### src/rtl/p_int_mul_pow2_seq_pkg.sv
// -----------------------------------------------------------------------------
// p_int_mul_pow2_seq_pkg
// Shared types for the power-of-two multiplier / divider pair:
//   dconf_t          - number format: sign flag plus bit width
//   DEF_DCONF        - default format (signed, 8 bits)
//   mul_pow2_state_t - FSM states of the iterative multiplier
// -----------------------------------------------------------------------------
package p_int_mul_pow2_seq_pkg;

   typedef struct packed {
      logic       sign;
      logic [7:0] prec;
   } dconf_t;

   localparam dconf_t DEF_DCONF = '{sign: 1'b1, prec: 8'd8};

   typedef enum logic [1:0] {
      IDLE  = 2'd0,
      SHIFT = 2'd1,
      DONE  = 2'd2
   } mul_pow2_state_t;

endpackage

### src/rtl/p_int_mul_pow2_seq.sv
// -----------------------------------------------------------------------------
// p_int_mul_pow2_seq
// Iterative multiply-by-2^k with saturation. Rebuilds (in << shamt) | rem one
// bit per cycle, saturating to the output format when the value overflows.
//
// Ports:
//   clk       - clock, rising edge
//   reset_    - asynchronous active-low reset
//   in_valid  - request valid
//   in_ready  - block can accept a request (IDLE only)
//   in        - quotient operand (I_PREC bits)
//   rem       - remainder bits, only [shamt-1:0] are used
//   shamt     - shift amount, values above MAX_SHIFT clamp to MAX_SHIFT
//   out_valid - result valid (DONE)
//   out_ready - consumer accepts the result
//   out       - result (O_PREC bits), held while out_valid & !out_ready
//   ovf       - result was saturated
//   busy      - state is not IDLE
// -----------------------------------------------------------------------------
module p_int_mul_pow2_seq
   import p_int_mul_pow2_seq_pkg::*;
#(
   parameter int     MAX_SHIFT = 4,
   parameter dconf_t I_CONF    = DEF_DCONF,
   parameter dconf_t O_CONF    = DEF_DCONF,
   parameter int     I_PREC    = int'(I_CONF.prec),
   parameter int     O_PREC    = int'(O_CONF.prec),
   parameter int     SH_W      = $clog2(MAX_SHIFT + 1)
)(
   input  logic                 clk,
   input  logic                 reset_,
   input  logic                 in_valid,
   output logic                 in_ready,
   input  logic [I_PREC-1:0]    in,
   input  logic [MAX_SHIFT-1:0] rem,
   input  logic [SH_W-1:0]      shamt,
   output logic                 out_valid,
   input  logic                 out_ready,
   output logic [O_PREC-1:0]    out,
   output logic                 ovf,
   output logic                 busy
);

   // Saturation limits of the output format
   localparam logic [O_PREC-1:0] SAT_POS = {1'b0, {(O_PREC-1){1'b1}}};
   localparam logic [O_PREC-1:0] SAT_NEG = {1'b1, {(O_PREC-1){1'b0}}};
   localparam logic [O_PREC-1:0] SAT_U   = {O_PREC{1'b1}};
   localparam logic [SH_W-1:0]   SH_MAX  = SH_W'(MAX_SHIFT);

   mul_pow2_state_t       state;
   logic [O_PREC-1:0]     acc;
   logic [MAX_SHIFT-1:0]  rem_sr;
   logic [SH_W-1:0]       cnt;
   logic                  ovf_r;
   logic                  sign_r;

   logic [SH_W-1:0]       shamt_c;
   logic [O_PREC-1:0]     in_ext;
   logic [MAX_SHIFT-1:0]  rem_aligned;
   logic                  in_sign;
   logic [O_PREC-1:0]     acc_shift;
   logic                  ovf_next;
   logic [O_PREC-1:0]     sat_val;

   // Operand preparation at accept: clamp, extend, left-align the remainder
   always_comb begin
      shamt_c     = (shamt > SH_MAX) ? SH_MAX : shamt;
      rem_aligned = rem << (SH_MAX - shamt_c);
      if (I_CONF.sign) begin
         in_ext  = O_PREC'($signed(in));
         in_sign = in[I_PREC-1];
      end else begin
         in_ext  = O_PREC'(in);
         in_sign = 1'b0;
      end
   end

   // One shift step plus sticky overflow, judged on acc before the shift:
   // a signed value can only be doubled safely while its top two bits agree.
   always_comb begin
      acc_shift = {acc[O_PREC-2:0], rem_sr[MAX_SHIFT-1]};
      if (I_CONF.sign) begin
         ovf_next = ovf_r | (acc[O_PREC-1] ^ acc[O_PREC-2]);
         sat_val  = sign_r ? SAT_NEG : SAT_POS;
      end else begin
         ovf_next = ovf_r | acc[O_PREC-1];
         sat_val  = SAT_U;
      end
   end

   // FSM, datapath and registered handshake/result outputs
   always_ff @(posedge clk or negedge reset_) begin
      if (!reset_) begin
         state     <= IDLE;
         acc       <= '0;
         rem_sr    <= '0;
         cnt       <= '0;
         ovf_r     <= 1'b0;
         sign_r    <= 1'b0;
         out       <= '0;
         ovf       <= 1'b0;
         in_ready  <= 1'b1;
         out_valid <= 1'b0;
         busy      <= 1'b0;
      end else begin
         case (state)
            IDLE: begin
               // in_ready is registered high throughout IDLE
               if (in_valid) begin
                  acc      <= in_ext;
                  rem_sr   <= rem_aligned;
                  cnt      <= shamt_c;
                  ovf_r    <= 1'b0;
                  sign_r   <= in_sign;
                  in_ready <= 1'b0;
                  busy     <= 1'b1;
                  if (shamt_c == {SH_W{1'b0}}) begin
                     state     <= DONE;
                     out       <= in_ext;
                     ovf       <= 1'b0;
                     out_valid <= 1'b1;
                  end else begin
                     state <= SHIFT;
                  end
               end
            end
            SHIFT: begin
               acc    <= acc_shift;
               rem_sr <= rem_sr << 1;
               cnt    <= cnt - SH_W'(1);
               ovf_r  <= ovf_next;
               // Last step: result and saturation are settled on the DONE entry edge
               if (cnt == SH_W'(1)) begin
                  state     <= DONE;
                  out_valid <= 1'b1;
                  ovf       <= ovf_next;
                  out       <= ovf_next ? sat_val : acc_shift;
               end
            end
            DONE: begin
               if (out_ready) begin
                  state     <= IDLE;
                  out_valid <= 1'b0;
                  in_ready  <= 1'b1;
                  busy      <= 1'b0;
               end
            end
            default: begin
               state     <= IDLE;
               out_valid <= 1'b0;
               in_ready  <= 1'b1;
               busy      <= 1'b0;
            end
         endcase
      end
   end

endmodule

### config.mk
export PLATFORM = sky130hd
export DESIGN_NAME = p_int_mul_pow2_seq
export DESIGN_NICKNAME = d
export VERILOG_FILES = /design/src/rtl/p_int_mul_pow2_seq_pkg.sv /design/src/rtl/p_int_mul_pow2_seq.sv
export SDC_FILE = /design/constraint.sdc
export NUM_CORES = 1
export LEC_CHECK = 0
export CAP_MARGIN = 30
export CELL_PAD_IN_SITES_DETAIL_PLACEMENT = 1
export CELL_PAD_IN_SITES_GLOBAL_PLACEMENT = 1
export CORE_MARGIN = 4
export CORE_UTILIZATION = 35
export CTS_CLUSTER_DIAMETER = 50
export DETAILED_ROUTE_END_ITERATION = 16
export PLACE_DENSITY_LB_ADDON = 0.1
export SKIP_CTS_REPAIR_TIMING = 1
export SLEW_MARGIN = 20
export SYNTH_ARGS = -nofsm -noshare
export SYNTH_HDL_FRONTEND = slang
export SYNTH_SLANG_ARGS = --single-unit
### constraint.sdc
create_clock -name clk -period 1.55 [get_ports clk]
set_input_delay 0.31 -clock clk [delete_from_list [all_inputs] [get_ports clk]]
set_output_delay 0.31 -clock clk [all_outputs]
set_load 0.005 [all_outputs]
==> reports/results.md, run 1 <==
- result of the run: complete, no violations
- share of synthesized registers carrying an async set or reset: 1.00
- Die Outline Area: 0.00577 sq mm
- Max IR drop VDD: 1030 uV
- number of max-slew violations in the final report: 0
- count of TritonRoute iterations in the first routing pass: 4
- number of global-route vias before repair: 1,582
- top_reg_cell synth: dfrtp_1
- initial antenna violation count: 0
- GRT Overall Usage: 0.163
- Synth Area in Simple Gates: 0.159
- endpoint arrival time on the critical path: 1.70 ns
- TritonCTS clock tree: yes
- count of endpoints failing setup in the final report: 0
- wire length of the first global-routing pass: 7720 um
- main combinational cell family by area after synthesis: compound AO/OA/AOI/OAI gates
- number of flops mapped to enable cells by yosys: 0
- TritonCTS Buffers: 5
- slew at the pin with the worst max-slew slack: 0.305 ns
- Longest Clk Path Bufs: 2
- First DRT Iteration DRCs: 63
- remaining antenna violation count after routing: 0
- RSZ-0062 raised after global routing: yes
- Die Wd: 76.0 um
- post-route cell area: 0.00239 sq mm
- worst-path maximum fanout: 6
- Placeable Area: 0.00441 sq mm
- initial cell density of the core: 0.366
- type of origin of the critical path: flop
- via total after detailed routing: 1,426
- global route overflow: 0
- Slew Limit Headroom: 0.797
- Final Skew: 0.00605 ns
- sequential element share of the synthesized area: 0.480
- depth of the worst register-to-register path: 6
- Synth Cell Area: 0.00162 sq mm
- I/O pin count: 31
- launch instance of the worst register-to-register path: state[0]
- number of distinct library cells after synthesis: 40
- Total Nets Final: 246
- routed wirelength normalized by instance count: 16.1 um
- total length of routed wires: 4440 um
- number of nets in the synthesized netlist: 183
- Placement Rows: 24
- PD cells: 2040 mW/mm^2
- Min Clock Period, post-route: 1.53 ns
- Leakage: 1.09 nW
- complex-gate fraction of the synthesized area: 0.186
- Post-Synth XOR/XNOR Area: 0.00541
- final period utilization: 0.988
- critical path startpoint: state[0]
- Yosys warnings: 0
- R2R setup slack: 0.02 ns
- placed cell area: 0.00225 sq mm
- clock tree root driver cell: clkbuf_8
- adder-cell share of the synthesized area: 0.0309
- remaining routing DRC violations: 0
- largest net degree at the start of global routing: 32
- final HPWL from detailed placement: 3320 um
- flip-flop and latch count after synthesis: 31
- port buffer count: 30
- Antenna diodes: 0
- routability cong.: 0.755
- worst hold path type: input pin to async pin
- worst-skew pair later-pin latency: 0.28 ns
- worst slack on hold paths: 0.382 ns
- proportion of synthesized area in mux cells: 0.0998
- total power: 0.00489 W
- maximum achievable frequency: 653 MHz
- end of the worst register-to-register path: out[0]
- Max-cap violations: 0
- Crit Path Category: flop to flop
- Reg clk slew, reported paths: 0.07 ns
- die extent in y: 76.0 um
- Area Overhead vs Synth: 48.0%
- clk sinks: 31
- gate count of the mapped netlist: 160
- synthesized area per cell: 10.1 sq um
- CP Capture Type: flop
- CP Data Required Time: 1.72 ns
- H-tree depth reported by CTS: 2
- via-per-instance ratio: 5.17
- share of cells above drive strength 1: 0.313
- hold violation count in the final report: 0
==> cells in the final DEF (no fill, tap or decap), drive strengths merged, types with 2 or more instances in the layout <==
master	count
buf	34
nor2b	3
a21oi	11
inv	7
nor3	2
a21o	4
clkbuf	9
a31oi	8
nand2	21
mux2i	3
dfrtp	30
nor2	17
nand2b	4
o21ai	4
o211ai	6
clkdlybuf4s50	26
mux2	10
ha	4
a211o	2
nand3b	2
==> layer usage <==
| metal | GRT usage | wire (um) |
|---|---|---|
| met5 | 0 | 0 |
| met4 | 0.0569 | 43 |
| met3 | 0.0378 | 146 |
| met2 | 0.265 | 2290 |
| met1 | 0.211 | 1970 |
==> flip-flops by register name, summed over array words and instances, names as in the netlist, 2 cells and up <==
name and count:
acc 8, cnt 3, out 8, rem_sr 4
state 2
==> cells by family (layout without fill, tap and decap cells) <==
group,Yosys count,after routing
simple gates,54,54
flops,31,31
compound gates,43,43
mux,13,13
buf+inv,14,78
fa+ha+maj,4,4
xor+xnor,1,1
==> layout make-up <==
class,instances,area [sq um]
flip-flops and latches,31,778
clock buffers,7,76.3
repair buffers,63,582
inverters,7,28.8
fillers,496,2020
well taps,52,65.1
multi-input cells,115,858
clock inverters,1,5.00
==> synthesized netlist by cell type, drive strengths merged (3+ instances only) <==
cell type / number / area share
mux2i: 3 / 0.019
a31oi: 8 / 0.031
nor2: 17 / 0.041
o211ai: 6 / 0.031
buf: 6 / 0.020
ha: 4 / 0.031
nand2: 21 / 0.049
nor2b: 3 / 0.012
mux2: 10 / 0.081
o21ai: 4 / 0.012
a21o: 4 / 0.019
a21oi: 11 / 0.036
nand2b: 4 / 0.015
inv: 7 / 0.016
dfrtp: 30 / 0.46
==> where the power goes <==
group	switching (W)	internal, W
registers	0.000271	0.00122
clock network	0.000296	0.000315
logic	0.00126	0.00152
==> worst max-delay path, stage by stage, from the launching register on <==
cell and delay (ns):
dfrtp_2 0.44, buf_6 0.13, nor2b_4 0.11, nand2_2 0.07
a21oi_4 0.19, buf_6 0.16, mux2_4 0.30
==> metrics by stage <==
stage	std cells	TNS (ns)	utilization	worst slack, ns
after detailed placement	265	-11.55	0.510	-0.789
final	276	0	0.542	0.0187
after global routing	276	-0.235	0.542	-0.0390
after CTS	273	-5.64	0.529	-0.489
after floorplan	160	-0.885	-	-0.111
after global placement	265	-9.87	0.510	-0.679
==> worst max path at each step <==
stage and end:
2_1_floorplan out[0], 3_3_place_gp out[0], 3_5_place_dp out[4], 4_1_cts out[0], 5_1_grt out[0], 6_report out[0]
(Power assumes the default switching activity.)
==> inputs of run 2 (changes only) <==
--- a/config.mk
+++ b/config.mk
@@ -14,6 +14,7 @@
 export DETAILED_ROUTE_END_ITERATION = 16
 export PLACE_DENSITY_LB_ADDON = 0.1
 export SKIP_CTS_REPAIR_TIMING = 1
+export SKIP_LAST_GASP = 1
 export SLEW_MARGIN = 20
 export SYNTH_ARGS = -nofsm -noshare
 export SYNTH_HDL_FRONTEND = slang
==> reports/results.md, run 2 (same netlist as run 1, synthesis figures left out) <==
- result of the run: complete, no violations
- H-tree depth reported by CTS: 2
- endpoint arrival time on the critical path: 1.70 ns
- share of cells above drive strength 1: 0.308
- end of the worst register-to-register path: out[0]
- initial cell density of the core: 0.366
- launch instance of the worst register-to-register path: state[0]
- depth of the worst register-to-register path: 6
- die extent in y: 76.0 um
- via-per-instance ratio: 5.17
- cell total after placement: 265
- PnR worst setup slack: 0.0185 ns
- Antenna diodes: 0
- Total Nets Final: 246
- Reg clk slew, reported paths: 0.07 ns
- Placeable Area: 0.00441 sq mm
- slowest CP cell: mux2_4
- worst-path maximum fanout: 5
- number of max-slew violations in the final report: 0
- buffers plus inverters on the worst setup path: 3
- clk sinks: 31
- Largest delay share family, worst path: simple AND/OR/NAND/NOR gates
- final period utilization: 0.988
- TritonCTS clock tree: yes
- initial antenna violation count: 0
- TritonCTS Buffers: 5
- placed cell area: 0.00225 sq mm
- critical path startpoint: shamt[0]
- worst-case setup slack after placement: -0.789 ns
- global route overflow: 0
- count of endpoints failing setup in the final report: 0
- Min Clock Period, post-route: 1.53 ns
- via total after detailed routing: 1,428
- most frequent cells in the layout: 29 x dfrtp_1, 27 x buf_4, 26 x clkdlybuf4s50_1
- Max IR drop VDD: 1030 uV
- type of origin of the critical path: input pin
- wire length of the first global-routing pass: 7720 um
- clock tree root driver cell: clkbuf_8
- Max-cap violations: 0
- routed wirelength normalized by instance count: 16.0 um
- remaining routing DRC violations: 0
- CP Data Required Time: 1.72 ns
- delay of the slowest cell on the worst path: 0.30 ns
- routability cong.: 0.755
- Longest Clk Path Bufs: 2
- leading cell type in the layout, fill and taps excluded: dfrtp_1
- CP Capture Type: flop
- worst slack on hold paths: 0.381 ns
- worst-skew pair later-pin latency: 0.28 ns
- Die Outline Area: 0.00577 sq mm
- R2R setup slack: 0.02 ns
- I/O pin count: 31
- Placement Rows: 24
- Setup TNS: 0 ns
- Die Wd: 76.0 um
- First DRT Iteration DRCs: 50
- Regs by FF count: acc: 8 flops, out: 8 flops, rem_sr: 4 flops
- final HPWL from detailed placement: 3320 um
- count of TritonRoute iterations in the first routing pass: 4
- number of global-route vias before repair: 1,582
- port buffer count: 30
- slew at the pin with the worst max-slew slack: 0.305 ns
- Final Skew: 0.00607 ns
- Leakage: 1.09 nW
- PD cells: 2040 mW/mm^2
- Cell Chain, Critical Path: clkbuf_2, nor2b_4, inv_2, ha_4, ha_4, nor2b_4, nand2_2, a21oi_4, buf_6, mux2_4
- Crit Path Category: input pin to flop
- GRT Overall Usage: 0.163
- post-route cell area: 0.00239 sq mm
- number of standard cells in the final layout excluding fillers: 276
- worst hold path type: input pin to async pin
- RSZ-0062 raised after global routing: yes
- largest net degree at the start of global routing: 32
- maximum achievable frequency: 653 MHz
- Slew Limit Headroom: 0.797
- total length of routed wires: 4420 um
- hold violation count in the final report: 0
- fillcell total: 495
- remaining antenna violation count after routing: 0
- Area Overhead vs Synth: 47.8%
run 2: cell counts in the layout (fill, tap and decap cells not counted):
Identical to the previous run, type by type.
run 2: where the power goes:
part           switching, W  leakage (nW)  internal, W  total [W]
registers          0.000271         0.365      0.00122    0.00149
logic               0.00126         0.687      0.00152    0.00278
clock network      0.000296        0.0422     0.000315   0.000611
total               0.00183          1.09      0.00305    0.00488
run 2: worst max-delay path by stage:
stage | endpoint | slack (ns) | cells after the start
2_1_floorplan | out[0] | -0.11 | 9
3_3_place_gp | out[0] | -0.68 | 11
3_5_place_dp | out[4] | -0.79 | 11
4_1_cts | out[0] | -0.49 | 11
5_1_grt | out[0] | -0.04 | 6
6_report | out[0] | 0.02 | 10
run 2: routing by layer:
layer / GRT usage / vias to the layer above / share of wire
met5: 0 / - / 0
met4: 0.0569 / 0 / 0.0091
met3: 0.0378 / 6 / 0.032
met2: 0.265 / 22 / 0.51
met1: 0.211 / 712 / 0.45
li1: - / 688 / -
run 2: area by class of cell:
class	instances	area, sq um	area share
Inverter	7	28.8	0.0120
Multi-Input combinational cell	115	856	0.358
Clock buffer	7	76.3	0.0319
Timing Repair Buffer	63	582	0.243
Sequential cell	31	778	0.325
Tap cell	52	65.1	0.0272
Clock inverter	1	5.00	0.00209
run 2: worst reg2reg max path: stages, from the launching register on:
cell and delay [ns]:
dfrtp_2 0.44, buf_6 0.13, nor2b_4 0.11, nand2_2 0.07, a21oi_4 0.19, buf_6 0.17
mux2_4 0.30
run 2: through the flow:
step,power (W),utilization
2_1_floorplan,0.00297,-
3_3_place_gp,0.00406,0.510
3_5_place_dp,0.00418,0.510
4_1_cts,0.00482,0.529
5_1_grt,0.00528,0.542
6_report,0.00488,0.542
==> inputs of run 3 (changes only) <==
--- a/config.mk
+++ b/config.mk
@@ -8,7 +8,6 @@
 export CAP_MARGIN = 30
 export CELL_PAD_IN_SITES_DETAIL_PLACEMENT = 1
 export CELL_PAD_IN_SITES_GLOBAL_PLACEMENT = 1
-export CORE_MARGIN = 4
 export CORE_UTILIZATION = 35
 export CTS_CLUSTER_DIAMETER = 50
 export DETAILED_ROUTE_END_ITERATION = 16
==> reports/results.md, run 3 (same netlist as run 1, synthesis figures left out) <==
- placed cell area: 0.00220 sq mm
- via-per-instance ratio: 5.21
- critical path startpoint: shamt[0]
- I/O pin count: 31
- initial antenna violation count: 0
- count of endpoints failing setup in the final report: 8
- total power: 0.00479 W
- worst slack on hold paths: 0.317 ns
- routed wirelength normalized by instance count: 17.4 um
- Leakage: 1.08 nW
- Crit Path Category: input pin to flop
- number of global-route vias before repair: 1,537
- Final Skew: 0.00416 ns
- Longest Clk Path Bufs: 2
- final HPWL from detailed placement: 3470 um
- share of cells above drive strength 1: 0.286
- Slew Limit Headroom: 0.739
- Total Nets Final: 239
- leading cell type in the layout, fill and taps excluded: dfrtp_1
- met1 track demand over resource in global routing: 0.263
- launch instance of the worst register-to-register path: cnt[1]
- RSZ-0062 raised after global routing: yes
- Regs by FF count: acc: 8 flops, out: 8 flops, rem_sr: 4 flops
- largest net degree at the start of global routing: 27
- Placeable Area: 0.00438 sq mm
- die extent in y: 70.0 um
- clk sinks: 31
- initial cell density of the core: 0.369
- Worst setup endpoint: ovf
- Die Wd: 70.0 um
- depth of the worst register-to-register path: 6
- wire length of the first global-routing pass: 7770 um
- worst hold path type: input pin to async pin
- CP Data Required Time: 1.72 ns
- total length of routed wires: 4680 um
- worst-path maximum fanout: 5
- remaining antenna violation count after routing: 0
- result of the run: finished with violations
- maximum achievable frequency: 633 MHz
- utilization after layout: 0.537
- First DRT Iteration DRCs: 67
- endpoint arrival time on the critical path: 1.75 ns
- Setup TNS: -0.0858 ns
- final period utilization: 1.02
- R2R setup slack: 0.05 ns
- hold violation count in the final report: 0
- peak-usage layer in the global routing report: met2
- Reg clk slew, reported paths: 0.07 ns
- Antenna diodes: 0
- met2 track demand over resource in global routing: 0.351
- Max-cap violations: 0
- post-route cell area: 0.00235 sq mm
- TritonCTS clock tree: yes
- GRT Overall Usage: 0.205
- most frequent cells in the layout: 29 x dfrtp_1, 26 x clkdlybuf4s50_1, 21 x buf_4
- TritonCTS Buffers: 5
- CP Capture Type: flop
- Placement Rows: 24
- PD cells: 2030 mW/mm^2
- clock tree root driver cell: clkbuf_8
- port buffer count: 30
- count of TritonRoute iterations in the first routing pass: 2
- violations in the final reports: negative setup slack
- H-tree depth reported by CTS: 2
- routability cong.: 0.767
- PnR worst setup slack: -0.0301 ns
- via total after detailed routing: 1,401
- remaining routing DRC violations: 0
- slew at the pin with the worst max-slew slack: 0.390 ns
- number of max-slew violations in the final report: 0
- Max IR drop VDD: 772 uV
- worst-skew pair later-pin latency: 0.28 ns
- Area Overhead vs Synth: 45.5%
- global route overflow: 0
- met3 track demand over resource in global routing: 0.0447
- type of origin of the critical path: input pin
- Min Clock Period, post-route: 1.58 ns
- Die Outline Area: 0.00490 sq mm
- end of the worst register-to-register path: ovf
run 3: cell types whose count changed in the layout (fill, tap and decap cells not counted), sizes merged:
cell	before	now
clkbuf	9	7
buf	34	28
dlymetal6s2s	1	2
run 3: cell type report:
| cell class | instances | area (sq um) |
|---|---|---|
| inverter | 7 | 26.3 |
| timing repair buffer | 56 | 547 |
| tap | 52 | 65.1 |
| sequential | 31 | 778 |
| clock buffer | 7 | 76.3 |
| multi-input combinational | 115 | 856 |
| clock inverter | 1 | 5.00 |
| fill | 468 | 2030 |
run 3: metal layers:
metal,up-vias,part of all wire
met4,0,0.0068
li1,676,-
met1,699,0.47
met3,4,0.028
met5,-,0
met2,22,0.50
run 3: critical path: stages:
cell and delay (ns):
buf_8 0.10, nor2b_4 0.12, inv_2 0.07, ha_4 0.15, ha_4 0.13, nor2b_4 0.15
nand2_2 0.07, a21oi_4 0.18, buf_6 0.15, mux2_2 0.32
run 3: through the flow:
stage | worst slack (ns) | std cells
floorplan | -0.111 | 160
global placement | -0.676 | 258
detailed placement | -0.769 | 258
CTS | -0.492 | 266
global route | -0.0708 | 269
finish | -0.0301 | 269
run 3: how the worst min path moves through the flow:
| stage | slack (ns) | depth (start not counted) | end |
|---|---|---|---|
| 2_1_floorplan | 0.01 | 0 | acc[0] |
| 3_3_place_gp | 0.46 | 1 | out_valid |
| 3_5_place_dp | 0.47 | 1 | out_valid |
| 4_1_cts | 0.31 | 1 | rem_sr[0] |
| 5_1_grt | 0.34 | 1 | rem_sr[0] |
| 6_report | 0.32 | 1 | rem_sr[0] |
run 3: where the power goes:
| part | total [W] | switching, W | internal (W) |
|---|---|---|---|
| clock | 0.000623 | 0.000308 | 0.000315 |
| combinational | 0.00266 | 0.00123 | 0.00142 |
| sequential | 0.00151 | 0.000289 | 0.00122 |
